**src/rtl/vga_mem_ctrl.sv**
```systemverilog
// Write-port scheduler for the 1-bit 120x120 video memory: VBlank-deferred full clear plus plot writes.
// Optional plot buffer enabled by defining VGA_MEM_PLOT_FIFO_EN (default build: no FIFO).
module vga_mem_ctrl #(
    parameter int unsigned MEM_WIDTH_X   = 120,
    parameter int unsigned MEM_WIDTH_Y   = 120,
    parameter int unsigned MEM_ADDR_BITS = 14,
    parameter int unsigned FIFO_DEPTH    = 4
) (
    input  logic                     iClk,
    input  logic                     iRst_n,
    input  logic                     iClear,
    input  logic                     iVBlank,
    input  logic                     iValid,
    input  logic [6:0]               iXm,
    input  logic [6:0]               iYm,
    output logic                     oReady,
    output logic                     oMemWe,
    output logic [MEM_ADDR_BITS-1:0] oMemAddr,
    output logic                     oMemData,
    output logic                     oBusy,
    output logic                     oClipped
);

    typedef enum logic [1:0] {IDLE, WAIT_VB, CLEAR} stateT;

    localparam logic [MEM_ADDR_BITS-1:0] LAST_ADDR  = MEM_ADDR_BITS'(MEM_WIDTH_X * MEM_WIDTH_Y - 1);
    localparam logic [MEM_ADDR_BITS-1:0] ROW_STRIDE = MEM_ADDR_BITS'(MEM_WIDTH_X);

    if ((64'd1 << MEM_ADDR_BITS) < 64'(MEM_WIDTH_X * MEM_WIDTH_Y)) begin : gBadAddrBits
        $error("MEM_ADDR_BITS too small for MEM_WIDTH_X*MEM_WIDTH_Y");
    end
    if (FIFO_DEPTH == 0 || (FIFO_DEPTH & (FIFO_DEPTH - 1)) != 0) begin : gBadFifoDepth
        $error("FIFO_DEPTH must be a power of 2");
    end

    stateT                    state, stateNext;
    logic [MEM_ADDR_BITS-1:0] clrCnt, clrCntNext;
    logic                     plotGo;
    logic [6:0]               plotX, plotY;
    logic                     plotInRange;
    logic                     readyNext;
    logic                     weNext, dataNext, clipNext;
    logic [MEM_ADDR_BITS-1:0] addrNext;

`ifdef VGA_MEM_PLOT_FIFO_EN
    localparam int unsigned PTR_W = (FIFO_DEPTH > 1) ? $clog2(FIFO_DEPTH) : 1;

    logic [13:0]    fifoMem [FIFO_DEPTH];
    logic [PTR_W-1:0] wrPtr, rdPtr;
    logic [PTR_W:0]   count, countNext;
    logic             push, pop, bypass, store, popAllowed;

    // An empty FIFO forwards a fresh request straight to the write stage, keeping latency at 1.
    always_comb begin
        push       = iValid && oReady;
        popAllowed = (state != CLEAR);
        pop        = popAllowed && (count != '0);
        bypass     = popAllowed && push && (count == '0);
        store      = push && !bypass;
        plotGo     = pop || bypass;
        plotX      = pop ? fifoMem[rdPtr][13:7] : iXm;
        plotY      = pop ? fifoMem[rdPtr][6:0]  : iYm;
        countNext  = count + (PTR_W+1)'(store) - (PTR_W+1)'(pop);
        readyNext  = (countNext != (PTR_W+1)'(FIFO_DEPTH));
    end

    always_ff @(posedge iClk) begin
        if (store) begin
            fifoMem[wrPtr] <= {iXm, iYm};
        end
    end

    always_ff @(posedge iClk or negedge iRst_n) begin
        if (!iRst_n) begin
            wrPtr <= '0;
            rdPtr <= '0;
            count <= '0;
        end else begin
            if (store) begin
                wrPtr <= wrPtr + PTR_W'(1);
            end
            if (pop) begin
                rdPtr <= rdPtr + PTR_W'(1);
            end
            count <= countNext;
        end
    end
`else
    assign plotGo    = iValid && oReady;
    assign plotX     = iXm;
    assign plotY     = iYm;
    assign readyNext = (stateNext != CLEAR);
`endif

    assign plotInRange = (32'(plotX) < MEM_WIDTH_X) && (32'(plotY) < MEM_WIDTH_Y);

    // Clear writes trail the state by one cycle, so a plot taken on the WAIT_VB->CLEAR
    // edge still gets its slot and the last clear write lands on the edge leaving CLEAR.
    always_comb begin
        stateNext  = state;
        clrCntNext = clrCnt;
        weNext     = 1'b0;
        dataNext   = oMemData;
        addrNext   = oMemAddr;
        clipNext   = 1'b0;

        case (state)
            IDLE: begin
                if (iClear) begin
                    stateNext = WAIT_VB;
                end
            end
            WAIT_VB: begin
                if (iVBlank) begin
                    stateNext  = CLEAR;
                    clrCntNext = '0;
                end
            end
            CLEAR: begin
                if (clrCnt == LAST_ADDR) begin
                    stateNext = IDLE;
                end else begin
                    clrCntNext = clrCnt + MEM_ADDR_BITS'(1);
                end
            end
            default: stateNext = IDLE;
        endcase

        if (state == CLEAR) begin
            weNext   = 1'b1;
            dataNext = 1'b0;
            addrNext = clrCnt;
        end else if (plotGo) begin
            if (plotInRange) begin
                weNext   = 1'b1;
                dataNext = 1'b1;
                addrNext = ROW_STRIDE * MEM_ADDR_BITS'(plotY) + MEM_ADDR_BITS'(plotX);
            end else begin
                clipNext = 1'b1;
            end
        end
    end

    always_ff @(posedge iClk or negedge iRst_n) begin
        if (!iRst_n) begin
            state    <= IDLE;
            clrCnt   <= '0;
            oMemWe   <= 1'b0;
            oMemAddr <= '0;
            oMemData <= 1'b0;
            oBusy    <= 1'b0;
            oClipped <= 1'b0;
            oReady   <= 1'b1;
        end else begin
            state    <= stateNext;
            clrCnt   <= clrCntNext;
            oMemWe   <= weNext;
            oMemAddr <= addrNext;
            oMemData <= dataNext;
            oBusy    <= (stateNext != IDLE);
            oClipped <= clipNext;
            oReady   <= readyNext;
        end
    end

endmodule

```
**config.mk**
```make
export PLATFORM = sky130hd
export DESIGN_NAME = vga_mem_ctrl
export DESIGN_NICKNAME = d
export VERILOG_FILES = /design/src/rtl/vga_mem_ctrl.sv
export SDC_FILE = /design/constraint.sdc
export NUM_CORES = 1
export LEC_CHECK = 0
export ABC_AREA = 1
export CAP_MARGIN = 10
export CORE_MARGIN = 5
export CORE_UTILIZATION = 60
export CTS_CLUSTER_DIAMETER = 100
export CTS_CLUSTER_SIZE = 12
export DETAILED_ROUTE_END_ITERATION = 16
export PLACE_DENSITY = 0.95
export SLEW_MARGIN = 30
export SYNTH_ARGS = -nofsm -noshare
export SYNTH_HDL_FRONTEND = slang
export SYNTH_SLANG_ARGS = --single-unit
```
**constraint.sdc**
```tcl
create_clock -name iClk -period 4.5 [get_ports iClk]
set_clock_uncertainty 0.05 [all_clocks]
set_input_delay 0.45 -clock iClk [delete_from_list [all_inputs] [get_ports iClk]]
set_output_delay 0.45 -clock iClk [all_outputs]
set_load 0.02 [all_outputs]
```
==> results of run 1 <==
-- cell families (layout without fill, tap and decap cells) --
logic type	after synthesis	after routing	share of synthesized area (%)
and+or+nand+nor	184	184	29.7
buffers and inverters	72	113	9.97
AOI/OAI and AO/OA	35	35	9.00
DFF	35	35	30.8
adders and majority gates	32	32	17.2
xor gates and xnor gates	10	10	3.34
-- worst reg2reg max path: stages, from the launching register on --
cell and delay [ps]:
sky130_fd_sc_hd__dfrtp_1 420, sky130_fd_sc_hd__nand2_1 530, sky130_fd_sc_hd__inv_2 420, sky130_fd_sc_hd__nand2_2 120, sky130_fd_sc_hd__o21ai_4 230, sky130_fd_sc_hd__inv_2 170, sky130_fd_sc_hd__nand2_1 90, sky130_fd_sc_hd__o21ai_0 70
-- metrics by stage --
| stage | hold slack, ps | total power, mW | utilization (%) |
|---|---|---|---|
| 6_report | 440 | 1.74 | 71.8 |
| 3_5_place_dp | 433 | 1.50 | 70.1 |
| 3_3_place_gp | 402 | 1.46 | 70.1 |
| 5_1_grt | 474 | 1.87 | 71.8 |
| 2_1_floorplan | 104 | 1.18 | - |
| 4_1_cts | 449 | 1.72 | 71.8 |
-- how the worst min path moves through the flow --
stage,end,slack [ps],cells past startpoint
after floorplan,clrCnt[0],100,0
after global placement,oMemData,400,2
after detailed placement,oMemData,430,2
after CTS,oMemData,450,2
after global routing,oMemData,470,2
final,oMemData,440,2
-- layout make-up --
| class | count | area (µm²) |
|---|---|---|
| Multi-Input combinational cell | 261 | 1690 |
| Fill cell | 326 | 1310 |
| Sequential cell | 35 | 877 |
| Timing Repair Buffer | 39 | 385 |
| Inverter | 66 | 248 |
| Clock buffer | 7 | 76.3 |
| Tap cell | 54 | 67.6 |
| Clock inverter | 1 | 5.00 |
-- synth_stat cells (4+ instances only) --
master	number	area, µm²
sky130_fd_sc_hd__fa_1	12	240
sky130_fd_sc_hd__o211ai_1	6	45.0
sky130_fd_sc_hd__nand2_1	99	372
sky130_fd_sc_hd__xor2_1	8	70.1
sky130_fd_sc_hd__nand3_1	33	165
sky130_fd_sc_hd__nor3_1	4	20.0
sky130_fd_sc_hd__ha_1	20	250
sky130_fd_sc_hd__nand2_2	7	43.8
sky130_fd_sc_hd__nand4_1	4	25.0
sky130_fd_sc_hd__nor2_1	20	75.1
sky130_fd_sc_hd__o21ai_0	10	50.1
sky130_fd_sc_hd__inv_1	63	236
sky130_fd_sc_hd__dfrtp_1	34	851
sky130_fd_sc_hd__a21oi_1	7	35.0
-- per-layer routing --
layer  vias up  wire, µm
li1       1249         -
met1      1218      2730
met2       137      3330
met3        23       530
met4         0       194
met5         -         0
-- power by group through the flow --
stage                     Clock (mW)  Sequential [mW]  Combinational, mW
after floorplan                    0            0.602              0.578
after global placement             0            0.523              0.933
after detailed placement           0            0.527              0.973
after CTS                      0.219            0.525              0.980
after global routing           0.239            0.543               1.08
final                          0.222            0.526              0.987
-- state kept, by name (all words and copies together), names as in the netlist --
register,cells
clrCnt,14
oMemAddr,14
state,2
oBusy,1
oClipped,1
oMemData,1
oMemWe,1
oReady,1
==> flow_summary.html, run 1 <==
<table>
<tr><th>Metric</th><th>Value</th></tr>
<tr><th colspan="2">Layout</th></tr>
<tr><td>Antenna diode instance count</td><td>0</td></tr>
<tr><td>Commonest non-fill, non-tap cell in the layout</td><td>sky130_fd_sc_hd__nand2_1</td></tr>
<tr><td>Most used cells in the layout excluding fill and tap cells</td><td>99 x sky130_fd_sc_hd__nand2_1, 63 x sky130_fd_sc_hd__inv_1, 37 x sky130_fd_sc_hd__clkdlybuf4s50_1</td></tr>
<tr><td>Final non-filler cell area</td><td>0.00335 mm²</td></tr>
<tr><td>Number of nets at the end of the flow</td><td>459</td></tr>
<tr><td>Syn-to-layout area delta</td><td>17.5%</td></tr>
<tr><td>Share of cells above drive strength 1</td><td>9.29%</td></tr>
<tr><td>Post-Layout Cell Count</td><td>463</td></tr>
<tr><th colspan="2">Clock tree</th></tr>
<tr><td>Buffers inserted by post-CTS timing repair</td><td>0</td></tr>
<tr><td>Number of buffers on the longest clock path</td><td>2</td></tr>
<tr><td>Clock slew seen by the registers of the worst setup and hold paths</td><td>70 ps</td></tr>
<tr><td>Number of gates resized after CTS</td><td>0</td></tr>
<tr><td>Number of sinks on the clock net</td><td>35</td></tr>
<tr><td>Clock network latency to the later pin of the worst-skew pair</td><td>290 ps</td></tr>
<tr><td>Clock H-tree levels</td><td>2</td></tr>
<tr><td>Number of hold-repair buffers added at the cts stage</td><td>0</td></tr>
<tr><td>Number of buffers created by CTS</td><td>5</td></tr>
<tr><td>Master cell of the clock root buffer</td><td>sky130_fd_sc_hd__clkbuf_8</td></tr>
<tr><td>TritonCTS clock tree</td><td>built</td></tr>
<tr><th colspan="2">Power</th></tr>
<tr><td>Worst IR drop on VDD</td><td>0.243 mV</td></tr>
<tr><td>Clock network power share</td><td>12.8%</td></tr>
<tr><td>Portion of total power attributed to sequential cells</td><td>30.3%</td></tr>
<tr><td>Power per cell area</td><td>518 mW/mm²</td></tr>
<tr><td>Combinational share of power</td><td>56.9%</td></tr>
<tr><td>Int Pwr</td><td>0.917 mW</td></tr>
<tr><td>Net switching power figure</td><td>0.818 mW</td></tr>
<tr><td>Switching power share of the total</td><td>47.1%</td></tr>
<tr><td>Static leakage</td><td>1.67 nW</td></tr>
<tr><th colspan="2">Timing</th></tr>
<tr><td>Max-slew violation count</td><td>0</td></tr>
<tr><td>Summed negative setup slack over all endpoints</td><td>0 ps</td></tr>
<tr><td>RSZ-0062 raised after global routing</td><td>false</td></tr>
<tr><td>Number of endpoints with negative hold slack in the final report</td><td>0</td></tr>
<tr><td>Max transition margin</td><td>41.4%</td></tr>
<tr><td>Maximum clock frequency</td><td>0.275 GHz</td></tr>
<tr><td>Tightest Pin Transition</td><td>876 ps</td></tr>
<tr><td>Period Utilization, post-route</td><td>80.7%</td></tr>
<tr><td>Final setup slack of the worst path</td><td>869 ps</td></tr>
<tr><td>Min cycle time layout</td><td>3630 ps</td></tr>
<tr><td>Final setup violation count</td><td>0</td></tr>
<tr><th colspan="2">Critical path</th></tr>
<tr><td>Longest individual stage delay on the worst path</td><td>540 ps</td></tr>
<tr><td>Worst setup path start</td><td>iYm[0]</td></tr>
<tr><td>Critical path depth in cells</td><td>15</td></tr>
<tr><td>Critical Path Sink</td><td>oMemAddr[13]</td></tr>
<tr><td>Top Family by Delay on Critical Path</td><td>adder cells</td></tr>
<tr><td>CP Data Required Time</td><td>4630 ps</td></tr>
<tr><td>Launching element type of the critical path</td><td>input pin</td></tr>
<tr><td>Worst-path cell chain</td><td>clkdlybuf4s50_1 -&gt; fa_1 -&gt; fa_1 -&gt; inv_1 -&gt; fa_1 -&gt; inv_1 -&gt; ha_1 -&gt; and3_1 -&gt; nor2_1 -&gt; nor2_2 -&gt; nand3_2 -&gt; nor2_4 -&gt; nand3_1 -&gt; nand3_1 -&gt; nand2_1</td></tr>
<tr><td>RR Startpoint</td><td>state[1]</td></tr>
<tr><td>CP Data Arrival Time</td><td>3760 ps</td></tr>
<tr><td>Slowest CP cell</td><td>sky130_fd_sc_hd__fa_1</td></tr>
<tr><td>Worst R2R Path Depth</td><td>7</td></tr>
<tr><td>Max Fanout on Critical Path</td><td>4</td></tr>
<tr><td>Flop2flop setup slack</td><td>2240 ps</td></tr>
<tr><td>Most numerous cell on the critical path</td><td>sky130_fd_sc_hd__fa_1</td></tr>
<tr><td>Critical Path Sink Type</td><td>register</td></tr>
<tr><td>Setup Crit Path Kind</td><td>in -&gt; reg</td></tr>
<tr><td>CP Buf/Inv Count</td><td>3</td></tr>
<tr><td>Reg-to-reg critical path endpoint</td><td>clrCnt[10]</td></tr>
<tr><th colspan="2">Route</th></tr>
<tr><td>Remaining antenna violation count</td><td>0</td></tr>
<tr><td>Total wirelength of the detailed-routed design</td><td>6790 µm</td></tr>
<tr><td>Length of the first detailed-routing pass in iterations</td><td>6</td></tr>
<tr><td>Number of DRC markers in iteration 0</td><td>257</td></tr>
<tr><td>Per-cell via count in the routed design</td><td>5.67</td></tr>
<tr><td>DR WL/cell</td><td>14.7 µm</td></tr>
<tr><td>Drc violations</td><td>0</td></tr>
<tr><td>Via count</td><td>2,627</td></tr>
<tr><th colspan="2">Floorplan</th></tr>
<tr><td>Number of top-level design ports</td><td>38</td></tr>
<tr><td>Die width</td><td>78.9 µm</td></tr>
<tr><td>Initial standard-cell utilization of the core</td><td>61.1%</td></tr>
<tr><td>DIE AREA</td><td>0.00623 mm²</td></tr>
<tr><td>CORE AREA</td><td>0.00466 mm²</td></tr>
<tr><td>Die height</td><td>78.9 µm</td></tr>
<tr><td>Number of placement rows</td><td>25</td></tr>
<tr><th colspan="2">Global route</th></tr>
<tr><td>Overall fraction of global-route tracks in use</td><td>23.7%</td></tr>
<tr><td>Initial antenna violation count</td><td>0</td></tr>
<tr><td>Vias in the first global route</td><td>2,596</td></tr>
<tr><td>Layer with the highest usage after global routing</td><td>met2</td></tr>
<tr><td>Met2 layer usage reported by global route</td><td>41.3%</td></tr>
<tr><td>Pin count of the biggest net entering global routing</td><td>36</td></tr>
<tr><td>Overflow left after global routing</td><td>0</td></tr>
<tr><td>Met1 global-route usage</td><td>28.6%</td></tr>
<tr><td>GR Util met3</td><td>5.33%</td></tr>
<tr><td>First-pass GRT wire length</td><td>11,800 µm</td></tr>
<tr><th colspan="2">Yosys</th></tr>
<tr><td>Synthesized net count</td><td>419</td></tr>
<tr><td>Sequential fraction of the synthesis area</td><td>30.8%</td></tr>
<tr><td>Average size of a mapped cell</td><td>7.74 µm²</td></tr>
<tr><td>Top_reg_cell synth</td><td>sky130_fd_sc_hd__dfrtp_1</td></tr>
<tr><td>Number of register bits inferred by synthesis</td><td>35</td></tr>
<tr><td>Post-Syn Instances</td><td>368</td></tr>
<tr><td>Number of distinct standard cells referenced by the synthesized netlist</td><td>41</td></tr>
<tr><td>Async set or reset register ratio after synthesis</td><td>100%</td></tr>
<tr><td>Combined area of all synthesized cells</td><td>0.00285 mm²</td></tr>
<tr><td>Yosys warnings</td><td>0</td></tr>
<tr><td>EDFF count, synth</td><td>0</td></tr>
<tr><th colspan="2">Worst hold path</th></tr>
<tr><td>Launch instance of the worst min-delay path</td><td>oMemData</td></tr>
<tr><td>Type of the most critical hold path</td><td>reg -&gt; reg</td></tr>
<tr><th colspan="2">Place</th></tr>
<tr><td>Final HPWL DP</td><td>5140 µm</td></tr>
<tr><td>Dpl ws</td><td>572 ps</td></tr>
<tr><td>Gpl congestion</td><td>0.952</td></tr>
<tr><td>Cell area after placement</td><td>0.00327 mm²</td></tr>
<tr><td>Placed Cells</td><td>455</td></tr>
<tr><td>Buffers on Ports</td><td>37</td></tr>
<tr><th colspan="2">Run</th></tr>
<tr><td>Number of max-cap violations</td><td>0</td></tr>
<tr><th colspan="2">Outcome</th></tr>
<tr><td>Run status</td><td>completed</td></tr>
</table>
Power figures use the tool's default switching activity.
==> inputs of run 2 (changes only) <==
--- a/config.mk
+++ b/config.mk
@@ -8,11 +8,11 @@
 export ABC_AREA = 1
 export CAP_MARGIN = 10
 export CORE_MARGIN = 5
-export CORE_UTILIZATION = 60
+export CORE_UTILIZATION = 50
 export CTS_CLUSTER_DIAMETER = 100
 export CTS_CLUSTER_SIZE = 12
 export DETAILED_ROUTE_END_ITERATION = 16
-export PLACE_DENSITY = 0.95
+export PLACE_DENSITY = 0.87
 export SLEW_MARGIN = 30
 export SYNTH_ARGS = -nofsm -noshare
 export SYNTH_HDL_FRONTEND = slang
==> constraint.sdc (replaced) <==
create_clock -name iClk -period 3.1 [get_ports iClk]
set_clock_uncertainty 0.05 [all_clocks]
set_input_delay 0.31 -clock iClk [delete_from_list [all_inputs] [get_ports iClk]]
set_output_delay 0.31 -clock iClk [all_outputs]
set_load 0.02 [all_outputs]
==> run 2 against run 1 <==
  * Critical path type unchanged
  * Non-clock buffer count is 34 higher
  * The flow now finishes with violations (negative setup slack)
  * Count of clock-buffer cells in the layout is 1 lower
  * Die area is 17% higher
  * Largest cell class unchanged
  * Routed wire length is 21% higher
  * Worst setup slack worse by 940 ps
  * Clock power is 95% higher
  * Global-route usage is 2.8 points lower
  * Power is 71% higher
  * Sequential cell count stayed put
==> flow_summary.html, run 2 (synthesis results as in run 1) <==
<table>
<tr><th>Metric</th><th>Value</th></tr>
<tr><th colspan="2">Global route</th></tr>
<tr><td>Overflow left after global routing</td><td>0</td></tr>
<tr><td>Overall fraction of global-route tracks in use</td><td>20.9%</td></tr>
<tr><td>Initial antenna violation count</td><td>0</td></tr>
<tr><td>First-pass GRT wire length</td><td>12,200 µm</td></tr>
<tr><td>Pin count of the biggest net entering global routing</td><td>36</td></tr>
<tr><td>Vias in the first global route</td><td>2,698</td></tr>
<tr><th colspan="2">Power</th></tr>
<tr><td>Int Pwr</td><td>1.61 mW</td></tr>
<tr><td>Power per cell area</td><td>781 mW/mm²</td></tr>
<tr><td>Portion of total power attributed to sequential cells</td><td>25.9%</td></tr>
<tr><td>Clock network power share</td><td>14.6%</td></tr>
<tr><td>Static leakage</td><td>1.87 nW</td></tr>
<tr><td>Combinational share of power</td><td>59.4%</td></tr>
<tr><td>Worst IR drop on VDD</td><td>0.406 mV</td></tr>
<tr><td>Switching power share of the total</td><td>45.7%</td></tr>
<tr><td>Net switching power figure</td><td>1.35 mW</td></tr>
<tr><th colspan="2">Clock tree</th></tr>
<tr><td>Clock H-tree levels</td><td>2</td></tr>
<tr><td>Master cell of the clock root buffer</td><td>sky130_fd_sc_hd__clkbuf_8</td></tr>
<tr><td>Clock network latency to the later pin of the worst-skew pair</td><td>300 ps</td></tr>
<tr><td>Clock slew seen by the registers of the worst setup and hold paths</td><td>80 ps</td></tr>
<tr><td>TritonCTS clock tree</td><td>built</td></tr>
<tr><td>Number of buffers on the longest clock path</td><td>2</td></tr>
<tr><td>Number of buffers created by CTS</td><td>5</td></tr>
<tr><td>Number of sinks on the clock net</td><td>35</td></tr>
<tr><th colspan="2">Critical path</th></tr>
<tr><td>Max Fanout on Critical Path</td><td>3</td></tr>
<tr><td>Critical Path Sink Type</td><td>register</td></tr>
<tr><td>CP Data Required Time</td><td>3220 ps</td></tr>
<tr><td>Setup Crit Path Kind</td><td>in -&gt; reg</td></tr>
<tr><td>CP Data Arrival Time</td><td>3290 ps</td></tr>
<tr><td>Launching element type of the critical path</td><td>input pin</td></tr>
<tr><th colspan="2">Timing</th></tr>
<tr><td>Final setup slack of the worst path</td><td>-73.3 ps</td></tr>
<tr><td>Min cycle time layout</td><td>3170 ps</td></tr>
<tr><td>Summed negative setup slack over all endpoints</td><td>-271 ps</td></tr>
<tr><td>Max transition margin</td><td>60.7%</td></tr>
<tr><td>Period Utilization, post-route</td><td>102%</td></tr>
<tr><td>Maximum clock frequency</td><td>0.315 GHz</td></tr>
<tr><td>Final setup violation count</td><td>6</td></tr>
<tr><td>Tightest Pin Transition</td><td>588 ps</td></tr>
<tr><td>Number of endpoints with negative hold slack in the final report</td><td>0</td></tr>
<tr><td>RSZ-0062 raised after global routing</td><td>true</td></tr>
<tr><td>Max-slew violation count</td><td>0</td></tr>
<tr><th colspan="2">Outcome</th></tr>
<tr><td>Failing checks</td><td>negative setup slack</td></tr>
<tr><td>Run status</td><td>complete, but fails checks</td></tr>
<tr><th colspan="2">Floorplan</th></tr>
<tr><td>Die width</td><td>85.5 µm</td></tr>
<tr><td>DIE AREA</td><td>0.00731 mm²</td></tr>
<tr><td>Number of placement rows</td><td>27</td></tr>
<tr><td>CORE AREA</td><td>0.00551 mm²</td></tr>
<tr><td>Initial standard-cell utilization of the core</td><td>51.7%</td></tr>
<tr><td>Number of top-level design ports</td><td>38</td></tr>
<tr><td>Die height</td><td>85.5 µm</td></tr>
<tr><th colspan="2">Layout</th></tr>
<tr><td>Largest registers ranked by flip-flop count</td><td>clrCnt (14), oMemAddr (14), state (2)</td></tr>
<tr><td>Most used cells in the layout excluding fill and tap cells</td><td>96 x sky130_fd_sc_hd__nand2_1, 59 x sky130_fd_sc_hd__inv_1, 36 x sky130_fd_sc_hd__buf_4</td></tr>
<tr><td>Antenna diode instance count</td><td>0</td></tr>
<tr><td>Total of fill cells in the finished design</td><td>356</td></tr>
<tr><td>Share of cells above drive strength 1</td><td>21.9%</td></tr>
<tr><td>Number of nets at the end of the flow</td><td>493</td></tr>
<tr><td>Syn-to-layout area delta</td><td>33.2%</td></tr>
<tr><td>End-of-flow core utilization</td><td>68.9%</td></tr>
<tr><td>Commonest non-fill, non-tap cell in the layout</td><td>sky130_fd_sc_hd__nand2_1</td></tr>
<tr><th colspan="2">Route</th></tr>
<tr><td>Per-cell via count in the routed design</td><td>5.62</td></tr>
<tr><td>DR WL/cell</td><td>16.0 µm</td></tr>
<tr><td>Number of DRC markers in iteration 0</td><td>268</td></tr>
<tr><td>Length of the first detailed-routing pass in iterations</td><td>5</td></tr>
<tr><td>Remaining antenna violation count</td><td>0</td></tr>
<tr><td>Via count</td><td>2,894</td></tr>
<tr><td>Total wirelength of the detailed-routed design</td><td>8240 µm</td></tr>
<tr><td>Drc violations</td><td>0</td></tr>
<tr><th colspan="2">Run</th></tr>
<tr><td>Number of max-cap violations</td><td>0</td></tr>
<tr><th colspan="2">Place</th></tr>
<tr><td>Buffers on Ports</td><td>37</td></tr>
<tr><td>Final HPWL DP</td><td>5460 µm</td></tr>
<tr><td>Gpl congestion</td><td>0.861</td></tr>
<tr><th colspan="2">Worst hold path</th></tr>
<tr><td>Type of the most critical hold path</td><td>in -&gt; async</td></tr>
</table>
## run 2: final timing paths
check | from | to | slack (ps) | depth (start not counted)
worst min register to register | oMemData | oMemData | 420 | 2
worst max register to register | state[1] | oMemAddr[13] | 1130 | 8
min in group iClk | oMemData | oMemData | 420 | 2
max in group asynchronous | iRst_n | oReady | 2300 | 2
worst min-delay path | iRst_n | clrCnt[5] | 370 | 2
worst max-delay path | iYm[0] | oMemAddr[11] | -70 | 15
## run 2: power groups by stage
stage	registers [mW]	logic, mW	clock network, mW
global route	0.791	1.91	0.447
detailed placement	0.766	1.53	0
CTS	0.765	1.60	0.430
global placement	0.763	1.46	0
floorplan	0.875	0.838	0
finish	0.769	1.76	0.433
## run 2: per-stage QoR
stage	area [µm²]	cells	hold slack (ps)	setup WS (ps)	power (mW)
2_1_floorplan	2850	368	-35.6	15.6	1.71
3_3_place_gp	3500	501	403	-522	2.23
3_5_place_dp	3500	501	408	-723	2.29
4_1_cts	3670	513	378	5.79	2.79
5_1_grt	3790	515	417	-133	3.15
6_report	3790	515	367	-73.3	2.97
## run 2: metal layers
layer | track usage [%] | share of wire [%]
met2 | 36.5 | 50
met5 | 0 | 0
met1 | 26.0 | 39
met4 | 7.48 | 4.9
met3 | 3.30 | 6.4
## run 2: area by class of cell
cell class | instances | area [µm²] | share of cell area (%)
Clock buffer | 6 | 82.6 | 2.18
Multi-Input combinational cell | 261 | 1820 | 48.0
Inverter | 66 | 248 | 6.53
Tap cell | 72 | 90.1 | 2.37
Timing Repair Buffer | 73 | 641 | 16.9
Clock inverter | 2 | 35.0 | 0.923
Sequential cell | 35 | 877 | 23.1
## run 2: worst max-delay path, stage by stage
cell and delay [ps]:
sky130_fd_sc_hd__buf_2 120, sky130_fd_sc_hd__fa_1 490, sky130_fd_sc_hd__fa_1 550, sky130_fd_sc_hd__inv_2 80, sky130_fd_sc_hd__fa_1 600, sky130_fd_sc_hd__inv_2 70, sky130_fd_sc_hd__ha_4 280, sky130_fd_sc_hd__and3_4 200
sky130_fd_sc_hd__nor2_4 60, sky130_fd_sc_hd__nor2_4 100, sky130_fd_sc_hd__nand3_4 90, sky130_fd_sc_hd__nor2_4 110, sky130_fd_sc_hd__nand2_1 60, sky130_fd_sc_hd__nand3_1 90, sky130_fd_sc_hd__nand3_1 90
## run 2: timing repair
action,4_1_cts,5_1_grt
hold buffers,0,0
setup endpoints to repair,8,6
hold endpoints to repair,0,0
pin swaps,8,22
gates resized for setup,21,22
setup buffers,4,2
==> inputs of run 3 (changes only) <==
--- a/config.mk
+++ b/config.mk
@@ -10,8 +10,9 @@
 export CORE_MARGIN = 5
 export CORE_UTILIZATION = 50
 export CTS_CLUSTER_DIAMETER = 100
-export CTS_CLUSTER_SIZE = 12
+export CTS_CLUSTER_SIZE = 25
 export DETAILED_ROUTE_END_ITERATION = 16
+export MAX_ROUTING_LAYER = met4
 export PLACE_DENSITY = 0.87
 export SLEW_MARGIN = 30
 export SYNTH_ARGS = -nofsm -noshare
==> run 3 against run 2 <==
  * Die area unchanged
  * Sequential share of layout area unchanged
  * Worst setup slack barely moved
  * Worst hold slack better by 5.2 ps
  * Register-to-register slack barely moved
  * Largest power group unchanged
  * Non-clock buffer count stayed put
  * Critical endpoint unchanged
  * Clock power is essentially flat
  * The flow still finishes with violations (negative setup slack)
  * Maximum frequency about the same
  * Combinational power barely moved
  * Global-route usage increased by 0.58 points
  * Critical path depth is the same
  * Core utilization stayed put
==> flow_summary.html, run 3 (synthesis results as in run 1) <==
<table>
<tr><th>Metric</th><th>Value</th></tr>
<tr><th colspan="2">Layout</th></tr>
<tr><td>Number of nets at the end of the flow</td><td>493</td></tr>
<tr><td>Commonest non-fill, non-tap cell in the layout</td><td>sky130_fd_sc_hd__nand2_1</td></tr>
<tr><td>Area of the multi-input gates</td><td>0.00182 mm²</td></tr>
<tr><td>Final non-filler cell area</td><td>0.00379 mm²</td></tr>
<tr><td>Total of fill cells in the finished design</td><td>356</td></tr>
<tr><td>Area used by sequential logic in the layout</td><td>877 µm²</td></tr>
<tr><td>Most used cells in the layout excluding fill and tap cells</td><td>96 x sky130_fd_sc_hd__nand2_1, 59 x sky130_fd_sc_hd__inv_1, 36 x sky130_fd_sc_hd__buf_4</td></tr>
<tr><td>Syn-to-layout area delta</td><td>33.2%</td></tr>
<tr><td>Share of cells above drive strength 1</td><td>21.9%</td></tr>
<tr><td>Largest registers ranked by flip-flop count</td><td>clrCnt (14), oMemAddr (14), state (2)</td></tr>
<tr><td>Post-Layout Cell Count</td><td>515</td></tr>
<tr><td>Antenna diode instance count</td><td>0</td></tr>
<tr><th colspan="2">Timing</th></tr>
<tr><td>Maximum clock frequency</td><td>0.315 GHz</td></tr>
<tr><td>Period Utilization, post-route</td><td>102%</td></tr>
<tr><td>Final setup slack of the worst path</td><td>-73.1 ps</td></tr>
<tr><td>RSZ-0062 raised after global routing</td><td>true</td></tr>
<tr><td>Max-slew violation count</td><td>0</td></tr>
<tr><td>Max transition margin</td><td>60.4%</td></tr>
<tr><td>Tightest Pin Transition</td><td>592 ps</td></tr>
<tr><td>Number of endpoints with negative hold slack in the final report</td><td>0</td></tr>
<tr><td>Final setup violation count</td><td>5</td></tr>
<tr><td>Summed negative setup slack over all endpoints</td><td>-245 ps</td></tr>
<tr><td>Min cycle time layout</td><td>3170 ps</td></tr>
<tr><th colspan="2">Critical path</th></tr>
<tr><td>CP Data Required Time</td><td>3220 ps</td></tr>
<tr><td>Worst setup path start</td><td>iYm[0]</td></tr>
<tr><td>Launching element type of the critical path</td><td>input pin</td></tr>
<tr><td>Setup Crit Path Kind</td><td>in -&gt; reg</td></tr>
<tr><td>RR Startpoint</td><td>state[1]</td></tr>
<tr><td>Max Fanout on Critical Path</td><td>3</td></tr>
<tr><td>Critical Path Sink Type</td><td>register</td></tr>
<tr><td>CP Data Arrival Time</td><td>3300 ps</td></tr>
<tr><th colspan="2">Floorplan</th></tr>
<tr><td>Die height</td><td>85.5 µm</td></tr>
<tr><td>Number of top-level design ports</td><td>38</td></tr>
<tr><td>Initial standard-cell utilization of the core</td><td>51.7%</td></tr>
<tr><td>CORE AREA</td><td>0.00551 mm²</td></tr>
<tr><td>Number of placement rows</td><td>27</td></tr>
<tr><td>Die width</td><td>85.5 µm</td></tr>
<tr><td>DIE AREA</td><td>0.00731 mm²</td></tr>
<tr><th colspan="2">Clock tree</th></tr>
<tr><td>Clock network latency to the later pin of the worst-skew pair</td><td>300 ps</td></tr>
<tr><td>Number of buffers on the longest clock path</td><td>2</td></tr>
<tr><td>Master cell of the clock root buffer</td><td>sky130_fd_sc_hd__clkbuf_8</td></tr>
<tr><td>Clock slew seen by the registers of the worst setup and hold paths</td><td>70 ps</td></tr>
<tr><td>Clock H-tree levels</td><td>2</td></tr>
<tr><td>Number of hold-repair buffers added at the cts stage</td><td>0</td></tr>
<tr><td>Number of sinks on the clock net</td><td>35</td></tr>
<tr><td>TritonCTS clock tree</td><td>built</td></tr>
<tr><td>Number of buffers created by CTS</td><td>5</td></tr>
<tr><th colspan="2">Power</th></tr>
<tr><td>Static leakage</td><td>1.87 nW</td></tr>
<tr><td>Power per cell area</td><td>781 mW/mm²</td></tr>
<tr><td>Worst IR drop on VDD</td><td>0.404 mV</td></tr>
<tr><th colspan="2">Global route</th></tr>
<tr><td>Vias in the first global route</td><td>2,710</td></tr>
<tr><td>Overall fraction of global-route tracks in use</td><td>21.5%</td></tr>
<tr><td>First-pass GRT wire length</td><td>12,200 µm</td></tr>
<tr><td>Pin count of the biggest net entering global routing</td><td>36</td></tr>
<tr><td>Overflow left after global routing</td><td>0</td></tr>
<tr><td>Layer with the highest usage after global routing</td><td>met2</td></tr>
<tr><td>Initial antenna violation count</td><td>0</td></tr>
<tr><td>Met2 layer usage reported by global route</td><td>36.7%</td></tr>
<tr><td>Met1 global-route usage</td><td>26.0%</td></tr>
<tr><td>GR Util met3</td><td>2.91%</td></tr>
<tr><th colspan="2">Place</th></tr>
<tr><td>Buffers on Ports</td><td>37</td></tr>
<tr><td>Final HPWL DP</td><td>5460 µm</td></tr>
<tr><td>Cell area after placement</td><td>0.00350 mm²</td></tr>
<tr><td>Dpl ws</td><td>-723 ps</td></tr>
<tr><td>Placed Cells</td><td>501</td></tr>
<tr><td>Gpl congestion</td><td>0.875</td></tr>
<tr><th colspan="2">Route</th></tr>
<tr><td>Per-cell via count in the routed design</td><td>5.54</td></tr>
<tr><td>Via count</td><td>2,852</td></tr>
<tr><td>Number of DRC markers in iteration 0</td><td>286</td></tr>
<tr><td>Drc violations</td><td>0</td></tr>
<tr><td>DR WL/cell</td><td>16.0 µm</td></tr>
<tr><td>Remaining antenna violation count</td><td>0</td></tr>
<tr><td>Length of the first detailed-routing pass in iterations</td><td>5</td></tr>
<tr><td>Total wirelength of the detailed-routed design</td><td>8230 µm</td></tr>
<tr><th colspan="2">Worst hold path</th></tr>
<tr><td>Type of the most critical hold path</td><td>in -&gt; async</td></tr>
<tr><th colspan="2">Run</th></tr>
<tr><td>Number of max-cap violations</td><td>0</td></tr>
<tr><th colspan="2">Outcome</th></tr>
<tr><td>Failing checks</td><td>negative setup slack</td></tr>
<tr><td>Run status</td><td>complete, but fails checks</td></tr>
</table>
-- run 3: path summary, 6_finish.rpt --
kind / slack, ps / cells after the start / endpoint
max: -70 / 15 / oMemAddr[11]
min: 370 / 2 / clrCnt[5]
max reg2reg: 1140 / 8 / oMemAddr[13]
min reg2reg: 420 / 2 / oMemData
max in group asynchronous: 2300 / 2 / oReady
min in group iClk: 420 / 2 / oMemData
-- run 3: power by group --
part,total [mW],switching (mW),internal [mW],leakage (nW)
logic,1.76,1.04,0.724,1.35
registers,0.770,0.143,0.627,0.455
clock network,0.433,0.172,0.260,0.0612
total,2.96,1.35,1.61,1.87
-- run 3: routing by layer --
layer	share of wire, %	up-vias	wire (µm)
met5	0	-	0
met4	4.2	0	348
met3	6.0	34	497
met2	50	154	4140
met1	39	1344	3250
li1	-	1320	-
-- run 3: cell type report --
cell class                      instances  share of cell area, %
Clock inverter                          2                  0.923
Tap cell                               72                   2.37
Inverter                               66                   6.53
Clock buffer                            6                   2.18
Multi-Input combinational cell        261                   48.0
Timing Repair Buffer                   73                   16.9
Sequential cell                        35                   23.1
-- run 3: critical path: stages --
cell and delay, ps:
sky130_fd_sc_hd__buf_2 120, sky130_fd_sc_hd__fa_1 480, sky130_fd_sc_hd__fa_1 550, sky130_fd_sc_hd__inv_2 80, sky130_fd_sc_hd__fa_1 590, sky130_fd_sc_hd__inv_2 70, sky130_fd_sc_hd__ha_4 280, sky130_fd_sc_hd__and3_4 200
sky130_fd_sc_hd__nor2_4 60, sky130_fd_sc_hd__nor2_4 100, sky130_fd_sc_hd__nand3_4 100, sky130_fd_sc_hd__nor2_4 110, sky130_fd_sc_hd__nand2_1 60, sky130_fd_sc_hd__nand3_1 90, sky130_fd_sc_hd__nand3_1 80
-- run 3: repair_timing --
action / in CTS / in global routing
gates resized for setup: 21 / 22
buffers inserted: 4 / 2
pin swaps: 8 / 22
endpoints found under the setup margin: 8 / 6
-- run 3: metrics by stage --
stage / power [mW] / utilization (%) / hold slack (ps)
2_1_floorplan: 1.71 / - / -35.6
3_3_place_gp: 2.23 / 63.5 / 403
3_5_place_dp: 2.29 / 63.5 / 408
4_1_cts: 2.79 / 66.7 / 378
5_1_grt: 3.15 / 68.9 / 417
6_report: 2.96 / 68.9 / 372
